==> config.mk <==
export PLATFORM = sky130hd
export DESIGN_NAME = led_frame_buffer_ctrl
export DESIGN_NICKNAME = d
export VERILOG_FILES = /design/src/rtl/led_frame_buffer_ctrl.sv
export SDC_FILE = /design/constraint.sdc
export NUM_CORES = 1
export LEC_CHECK = 0
export CAP_MARGIN = 20
export CORE_AREA = 8 8 110 102
export DETAILED_ROUTE_END_ITERATION = 8
export DIE_AREA = 0 0 118 110
export GPL_ROUTABILITY_DRIVEN = 1
export PLACE_DENSITY_LB_ADDON = 0.08
export SLEW_MARGIN = 10
export SYNTH_ARGS = -nofsm -noshare
export SYNTH_HDL_FRONTEND = slang
export SYNTH_SLANG_ARGS = --single-unit
export TNS_END_PERCENT = 10
==> constraint.sdc <==
create_clock -name clk -period 3.1 [get_ports clk]
set_clock_uncertainty 0.2 [all_clocks]
set_input_delay 0.62 -clock clk [delete_from_list [all_inputs] [get_ports clk]]
set_output_delay 0.62 -clock clk [all_outputs]
set_load 0.01 [all_outputs]
==> src/rtl/led_frame_buffer_ctrl.sv <==
// led_frame_buffer_ctrl
//   Frame controller for the LED1 sample RAM. It captures DEPTH consecutive ADC
//   samples into a single-port RAM with a registered read address, then streams
//   the whole frame downstream, then returns to IDLE and refills if en is high.
//   This block owns every RAM port.
//
// Ports
//   clk, reset_n        clock (posedge) and asynchronous active-low reset
//   en                  run enable, looked at only in IDLE
//   in_data/in_valid    ADC sample strobe, no upstream backpressure
//   in_ready            high only while filling
//   ram_data/addr/we    RAM write data, address (read and write), write enable
//   ram_q               RAM read data for the address presented last cycle
//   out_data/valid/last downstream frame stream; last marks sample DEPTH-1
//   out_ready           downstream accept
//   frame_done          one-cycle pulse after the last sample is accepted
//   drop_cnt            saturating count of samples that arrived while not ready
//   dbg_state           current FSM state (IDLE=0, FILL=1, RD_ADDR=2, RD_DATA=3)
//
// Handshake: a transfer happens on a rising edge where out_valid and out_ready
// are both high. Once out_valid is raised, out_data and out_last stay constant
// until that transfer; out_valid never drops without a transfer.

module led_frame_buffer_ctrl #(
  parameter int DW    = 22,
  parameter int AW    = 11,
  parameter int DEPTH = 1024
) (
  input  logic          clk,
  input  logic          reset_n,
  input  logic          en,
  input  logic [DW-1:0] in_data,
  input  logic          in_valid,
  output logic          in_ready,
  output logic [DW-1:0] ram_data,
  output logic [AW-1:0] ram_addr,
  output logic          ram_we,
  input  logic [DW-1:0] ram_q,
  output logic [DW-1:0] out_data,
  output logic          out_valid,
  input  logic          out_ready,
  output logic          out_last,
  output logic          frame_done,
  output logic [7:0]    drop_cnt,
  output logic [1:0]    dbg_state
);

  typedef enum logic [1:0] {
    S_IDLE    = 2'd0,
    S_FILL    = 2'd1,
    S_RD_ADDR = 2'd2,
    S_RD_DATA = 2'd3
  } state_t;

  localparam logic [AW-1:0] LAST = AW'(DEPTH - 1);

  state_t        state, state_d;
  logic [AW-1:0] wr_ptr, wr_ptr_d;
  logic [AW-1:0] rd_ptr, rd_ptr_d;
  // Set when the read address reached the RAM only this cycle, so ram_q still
  // holds the previous location and capture must wait one more clock.
  logic          rd_wait, rd_wait_d;

  logic          in_ready_d, ram_we_d, out_valid_d, out_last_d, frame_done_d;
  logic [DW-1:0] ram_data_d, out_data_d;
  logic [AW-1:0] ram_addr_d;
  logic [7:0]    drop_cnt_d;

  assign dbg_state = state;

  always_ff @(posedge clk or negedge reset_n) begin
    if (!reset_n) begin
      state      <= S_IDLE;
      wr_ptr     <= '0;
      rd_ptr     <= '0;
      rd_wait    <= 1'b0;
      in_ready   <= 1'b0;
      ram_we     <= 1'b0;
      ram_addr   <= '0;
      ram_data   <= '0;
      out_data   <= '0;
      out_valid  <= 1'b0;
      out_last   <= 1'b0;
      frame_done <= 1'b0;
      drop_cnt   <= '0;
    end else begin
      state      <= state_d;
      wr_ptr     <= wr_ptr_d;
      rd_ptr     <= rd_ptr_d;
      rd_wait    <= rd_wait_d;
      in_ready   <= in_ready_d;
      ram_we     <= ram_we_d;
      ram_addr   <= ram_addr_d;
      ram_data   <= ram_data_d;
      out_data   <= out_data_d;
      out_valid  <= out_valid_d;
      out_last   <= out_last_d;
      frame_done <= frame_done_d;
      drop_cnt   <= drop_cnt_d;
    end
  end

  always_comb begin
    state_d      = state;
    wr_ptr_d     = wr_ptr;
    rd_ptr_d     = rd_ptr;
    rd_wait_d    = rd_wait;
    in_ready_d   = in_ready;
    ram_we_d     = 1'b0;
    ram_addr_d   = ram_addr;
    ram_data_d   = ram_data;
    out_data_d   = out_data;
    out_valid_d  = out_valid;
    out_last_d   = out_last;
    frame_done_d = 1'b0;
    drop_cnt_d   = drop_cnt;

    if (in_valid && !in_ready && (drop_cnt != 8'hFF)) begin
      drop_cnt_d = drop_cnt + 8'd1;
    end

    unique case (state)
      S_IDLE: begin
        if (en) begin
          state_d    = S_FILL;
          in_ready_d = 1'b1;
          wr_ptr_d   = '0;
        end
      end

      S_FILL: begin
        if (in_valid) begin
          ram_we_d   = 1'b1;
          ram_addr_d = wr_ptr;
          ram_data_d = in_data;
          wr_ptr_d   = wr_ptr + AW'(1);
          if (wr_ptr == LAST) begin
            in_ready_d = 1'b0;
            rd_ptr_d   = '0;
            state_d    = S_RD_ADDR;
          end
        end
      end

      S_RD_ADDR: begin
        ram_addr_d = rd_ptr;
        // Coming straight from the last write, the address switches only now;
        // coming from a transfer it was already preloaded last cycle.
        rd_wait_d  = ram_we;
        state_d    = S_RD_DATA;
      end

      S_RD_DATA: begin
        if (rd_wait) begin
          rd_wait_d = 1'b0;
        end else if (!out_valid) begin
          out_data_d  = ram_q;
          out_valid_d = 1'b1;
          out_last_d  = (rd_ptr == LAST);
        end else if (out_ready) begin
          out_valid_d = 1'b0;
          out_last_d  = 1'b0;
          if (rd_ptr != LAST) begin
            rd_ptr_d   = rd_ptr + AW'(1);
            ram_addr_d = rd_ptr + AW'(1);
            state_d    = S_RD_ADDR;
          end else begin
            frame_done_d = 1'b1;
            state_d      = S_IDLE;
          end
        end
      end

      default: state_d = S_IDLE;
    endcase
  end

endmodule

==> results.json, run 1 <==
{
  "area_growth_pct": 35.43,
  "wl_per_cell_um": 16.08,
  "period_minus_slack_ns": 2.717,
  "peakVddDrop_mv": 0.2641,
  "syn_nets": 467,
  "clock_sinks": 93,
  "gr-usage-all-layers_pct": 17.12,
  "core_mm2": 0.009402,
  "synthesis.area_mm2": 0.004372,
  "drive_above_1_share_pct": 13.46,
  "criticalPathCategory": "register to register",
  "clock_latency_ns": 0.36,
  "worstSetupStartpointType": "register",
  "rr_startpoint": "rd_ptr[0]",
  "final_core_util_pct": 62.98,
  "synthFlopType": "dfrtp_1",
  "antenna_cells": 0,
  "viasPerCell": 5.212,
  "setup_viol": 0,
  "setup_tns_ns": 0,
  "finalNetCount": 582,
  "r2r_cells": 5,
  "cts_root_buffer": "clkbuf_8",
  "first_iter_violations": 231,
  "cts_made_buffers": 9,
  "dr_wl_met3_mm": 1.001,
  "final_cell_mix": "117 x clkdlybuf4s50_1, 93 x dfrtp_1, 79 x nand2_1, 28 x nor2_1, 25 x mux2_2",
  "end_kind": "register",
  "layout_commonest_cell": "clkdlybuf4s50_1",
  "path_clk_slew_ns": 0.10,
  "top_layer_used": "met4",
  "routed-via-count": 3445,
  "crit_chain": "ha_1, nand3_2, or4_4, nand2_1, mux2_2",
  "synth_area_per_cell_um2": 10.53,
  "rsz0062_at_grt": "false",
  "postCtsSetupRepairBufs": 0,
  "htreeDepth": 3,
  "fin_crit_sh_pct": 87.63,
  "remaining_drc_errors": 0,
  "critPathTopFamily": "simple AND/OR/NAND/NOR gates",
  "die-width_um": 118,
  "synth-edff-count": 0,
  "hold_buffers": 0,
  "post_cts_resized": 0,
  "hp-class": "primary input to async pin",
  "wl_met1_mm": 4.551,
  "yosysUniqueCellTypes": 60,
  "ys_ff_latch": 93,
  "hold_violations": 0,
  "antenna_found_initial": 0,
  "arrival_ns": 2.76,
  "initial_core_util_pct": 46.50,
  "grt_pass1_wl_mm": 17.97,
  "cp_slowest_stage_delay_ns": 0.60,
  "placementRows": 34,
  "yosysWarnings": 0,
  "whs_ns": 0.04320,
  "cpMaxStageDelayCell": "or4_4",
  "clock.fmax_ghz": 0.3681,
  "p_leak_nw": 2.663,
  "worst-path-buf-inv": 0,
  "worstMarginPinSlew_ns": 0.6734,
  "hpwlAfterDp_mm": 7.945,
  "die_area_mm2": 0.01298,
  "grt_max_degree": 44,
  "max_slew_margin_pct": 55.01,
  "drt_first_pass_iters": 4,
  "portBuffers": 118,
  "drv_cap": 0,
  "ioPinCount": 119,
  "die_height_um": 110,
  "ant_nets": 0,
  "gr-total-overflow": 0,
  "grt_pass1_vias": 3558,
  "drv_slew": 0,
  "cts_tree": "yes",
  "nFillCells": 795,
  "syn_inst": 415,
  "gp_congestion": 0.8149,
  "status": "finished, final reports clean",
  "totalWireLength_mm": 10.63,
  "reg2reg_to": "ram_addr[3]",
  "worstPathMaxFanout": 14,
  "synthArstFlopShare_pct": 100.0,
  "r2r_slack_ns": 0.38,
  "clockBufferDepth": 2,
  "dr_wl_met2_mm": 4.925,
  "p_per_area_mw_per_mm2": 503.5,
  "ys_seq_area_share_pct": 53.23,
  "crit_required_ns": 3.15
}
cell families (layout without fill, tap and decap cells):
kind of cell / after synthesis / after routing / share of synthesized area, %
AO/OA/AOI/OAI: 56 / 56 / 9.273
XOR/XNOR: 16 / 16 / 3.206
AND/OR/NAND/NOR: 175 / 175 / 19.80
buffers and inverters: 33 / 153 / 3.578
adder cells (fa/ha/maj): 3 / 3 / 0.8587
multiplexers: 39 / 39 / 10.05
flip-flops: 93 / 93 / 53.23
cell type report:
cell class	instances	area, um^2	area share, %
well taps	126	157.7	2.663
clock buffers	11	141.4	2.388
repair buffers	129	1286	21.72
clock inverters	5	83.83	1.416
inverters	8	30.03	0.5072
flip-flops and latches	93	2327	39.31
multi-input cells	289	1894	31.99
layer usage:
metal	GRT usage [%]	vias up
met5	0	-
met4	4.384	0
met3	8.350	14
met2	28.01	105
met1	20.03	1655
li1	-	1671
worst max-delay path by stage:
stage	start	end	cells past startpoint	slack [ns]
final	rd_ptr[0]	ram_addr[3]	5	0.38
after global routing	rd_ptr[0]	ram_addr[7]	5	0.19
after CTS	dbg_state[1]	dbg_state[1]	2	0.38
after detailed placement	in_valid	rd_ptr[0]	5	0.38
after global placement	in_valid	rd_ptr[0]	5	0.38
after floorplan	rd_ptr[0]	ram_addr[0]	6	0.89
state kept, by name, summed over array words and instances (netlist names), 2 cells and up:
| signal | count |
|---|---|
| dbg_state | 2 |
| drop_cnt | 8 |
| out_data | 22 |
| ram_addr | 11 |
| ram_data | 22 |
| rd_ptr | 11 |
| wr_ptr | 11 |
synth_stat cells (3+ instances only):
| cell | count | area share [%] |
|---|---|---|
| dfrtp_1 | 93 | 53 |
| nand2_1 | 79 | 6.8 |
| nor2_1 | 28 | 2.4 |
| mux2_2 | 25 | 6.4 |
| o21ai_0 | 11 | 1.3 |
| a21oi_1 | 10 | 1.1 |
| buf_2 | 10 | 1.1 |
| mux2_1 | 10 | 2.6 |
| nand3_1 | 10 | 1.1 |
| nand4_1 | 9 | 1.3 |
| xnor2_1 | 9 | 1.8 |
| inv_1 | 8 | 0.69 |
| clkbuf_1 | 7 | 0.60 |
| nor3_1 | 7 | 0.80 |
| o31ai_1 | 7 | 1.2 |
| xor2_1 | 7 | 1.4 |
| a31oi_1 | 5 | 0.72 |
| a211o_1 | 4 | 0.80 |
| and3_1 | 4 | 0.57 |
| nor2b_1 | 4 | 0.57 |
| or3_1 | 4 | 0.57 |
| or4_1 | 4 | 0.69 |
| a21o_2 | 3 | 0.60 |
| buf_1 | 3 | 0.26 |
| buf_4 | 3 | 0.52 |
| ha_1 | 3 | 0.86 |
| mux2i_1 | 3 | 0.69 |
| nor4_1 | 3 | 0.43 |
metrics by stage:
step / instances / power, mW / setup WS, ns / instance area [um^2]
2_1_floorplan: 415 / 1.748 / 0.8865 / 4372
3_3_place_gp: 645 / 2.099 / 0.3792 / 5695
3_5_place_dp: 645 / 2.119 / 0.3831 / 5695
4_1_cts: 661 / 3.025 / 0.3812 / 5921
5_1_grt: 661 / 3.132 / 0.1862 / 5921
6_report: 661 / 2.981 / 0.3833 / 5921
power by group:
group	internal, mW	total (mW)	switching, mW
sequential	1.35	1.49	0.139
combinational	0.351	0.595	0.244
clock	0.478	0.900	0.422
Note: power is estimated with default switching activity, not from simulation.
==> run 2, diff against run 1 <==
--- a/config.mk
+++ b/config.mk
@@ -6,9 +6,9 @@
 export NUM_CORES = 1
 export LEC_CHECK = 0
 export CAP_MARGIN = 20
-export CORE_AREA = 8 8 110 102
+export CORE_AREA = 8 8 113 105
 export DETAILED_ROUTE_END_ITERATION = 8
-export DIE_AREA = 0 0 118 110
+export DIE_AREA = 0 0 121 113
 export GPL_ROUTABILITY_DRIVEN = 1
 export PLACE_DENSITY_LB_ADDON = 0.08
 export SLEW_MARGIN = 10
==> run 2 against run 1 <==
Compared with the run above:
- die area rose by 5.3%
- clock power is 11% lower
- critical path depth is the same
- clock-buffer cell count is 1 lower
- sequential share of layout area rose by 0.22 points
- first-iteration DRC count down 29%
- maximum frequency down 0.24%
- sequential power hardly changed
- global-route usage shrank 0.53 points
- utilization shrank 3.7 points
- largest power group unchanged
- highest routed layer unchanged
==> results.json, run 2 (same netlist as run 1, synthesis figures left out) <==
{
  "portBuffers": 118,
  "wl_per_cell_um": 16.46,
  "peakVddDrop_mv": 0.2907,
  "drv_cap": 0,
  "cts_tree": "yes",
  "antenna_found_initial": 0,
  "gr-usage-all-layers_pct": 16.59,
  "status": "finished, final reports clean",
  "arrival_ns": 2.76,
  "totalWireLength_mm": 10.95,
  "setup_tns_ns": 0,
  "remaining_drc_errors": 0,
  "cts_root_buffer": "clkbuf_8",
  "hp-class": "register to register",
  "rsz0062_at_grt": "false",
  "grt_max_degree": 63,
  "grt_pass1_vias": 3473,
  "gp_congestion": 0.8427,
  "worstPathMaxFanout": 14,
  "criticalPathCategory": "register to register",
  "gr-total-overflow": 0,
  "reg_top3": "out_data (22), ram_data (22)",
  "nFillCells": 867,
  "path_clk_slew_ns": 0.09,
  "drt_first_pass_iters": 4,
  "die-width_um": 121,
  "finalNetCount": 583,
  "whs_ns": 0.2815,
  "hold_violations": 0,
  "die_height_um": 113,
  "end_kind": "register",
  "drv_slew": 0,
  "area_growth_pct": 34.69,
  "clock_sinks": 93,
  "htreeDepth": 3,
  "initial_core_util_pct": 43.98,
  "hpwlAfterDp_mm": 8.010,
  "fin_crit_sh_pct": 87.84,
  "instances_no_fill": 665,
  "period_minus_slack_ns": 2.723,
  "r2r_slack_ns": 0.38,
  "clock_latency_ns": 0.35,
  "placementRows": 35,
  "cts_made_buffers": 9,
  "worstSetupStartpointType": "register",
  "grt_pass1_wl_mm": 18.24,
  "clockBufferDepth": 2,
  "total_power_mw": 2.884,
  "ioPinCount": 119,
  "final_cell_mix": "117 x clkdlybuf4s50_1, 93 x dfrtp_1, 79 x nand2_1, 28 x nor2_1, 25 x mux2_2",
  "ant_nets": 0,
  "p_per_area_mw_per_mm2": 489.8,
  "core_mm2": 0.009941,
  "routed-via-count": 3463,
  "placed_cells": 648,
  "post_cts_resized": 0,
  "max_slew_margin_pct": 67.86,
  "crit_required_ns": 3.14,
  "setup_viol": 0,
  "clock.fmax_ghz": 0.3672,
  "layout_commonest_cell": "clkdlybuf4s50_1",
  "first_iter_violations": 165,
  "viasPerCell": 5.208,
  "p_leak_nw": 2.652,
  "antenna_cells": 0,
  "die_area_mm2": 0.01367,
  "drive_above_1_share_pct": 13.43,
  "worstMarginPinSlew_ns": 0.4809
}
==> run 2: changes by cell type in the layout (fill, tap and decap cells not counted) <==
cell | previous run | this run
clkinv_2 | 0 | 2
buf_12 | 2 | 1
buf_4 | 10 | 11
bufinv_16 | 2 | 1
clkbuf_8 | 10 | 9
dlygate4sd3_1 | 0 | 1
==> run 2: layout make-up <==
class / instances / area [um^2] / area share (%)
sequential: 93 / 2327 / 39.52
multi-input combinational: 289 / 1894 / 32.17
timing repair buffer: 130 / 1284 / 21.80
tap: 129 / 161.4 / 2.741
clock buffer: 10 / 127.6 / 2.167
clock inverter: 6 / 63.81 / 1.084
inverter: 8 / 30.03 / 0.5100
==> run 2: metal layers <==
layer  GRT usage (%)  share of wire, %  routed length [um]
met1           20.78                44                4859
met2           24.82                44                4872
met3           7.865               9.9                1088
met4           4.908               1.2                 129
met5               0                 0                   0
==> run 2: final timing paths <==
check / from / to / depth (start not counted)
setup / recovery: rd_ptr[0] / ram_addr[3] / 5
hold / removal: ram_data[9] / ram_data[9] / 2
setup reg to reg: rd_ptr[0] / ram_addr[3] / 5
hold reg to reg: ram_data[9] / ram_data[9] / 2
max in group asynchronous: reset_n / rd_ptr[9] / 3
min in group asynchronous: reset_n / drop_cnt[5] / 2
==> run 2: through the flow <==
| step | utilization [%] | setup slack (ns) | cell area, um^2 |
|---|---|---|---|
| floorplan | - | 0.8865 | 4372 |
| global placement | 57.21 | 0.3633 | 5687 |
| detailed placement | 57.21 | 0.3512 | 5687 |
| CTS | 59.23 | 0.3654 | 5888 |
| global route | 59.23 | 0.2148 | 5888 |
| finish | 59.23 | 0.3769 | 5888 |
==> run 2: worst max-delay path, stage by stage (launching register included) <==
cell and delay, ns:
dfrtp_1 0.48, ha_1 0.29, nand3_2 0.25, or4_4 0.61, nand2_1 0.39, mux2_2 0.39
==> run 2: power breakdown <==
part	leakage (nW)	internal, mW	switching (mW)
clock	0.0923	0.372	0.428
sequential	1.19	1.35	0.141
combinational	1.37	0.352	0.244
total	2.65	2.07	0.813
==> run 2: timing repair <==
action,in CTS,in global routing
endpoints found under the hold margin,22,0
hold buffers,1,0
setup buffers,0,0
setup endpoints to repair,0,0
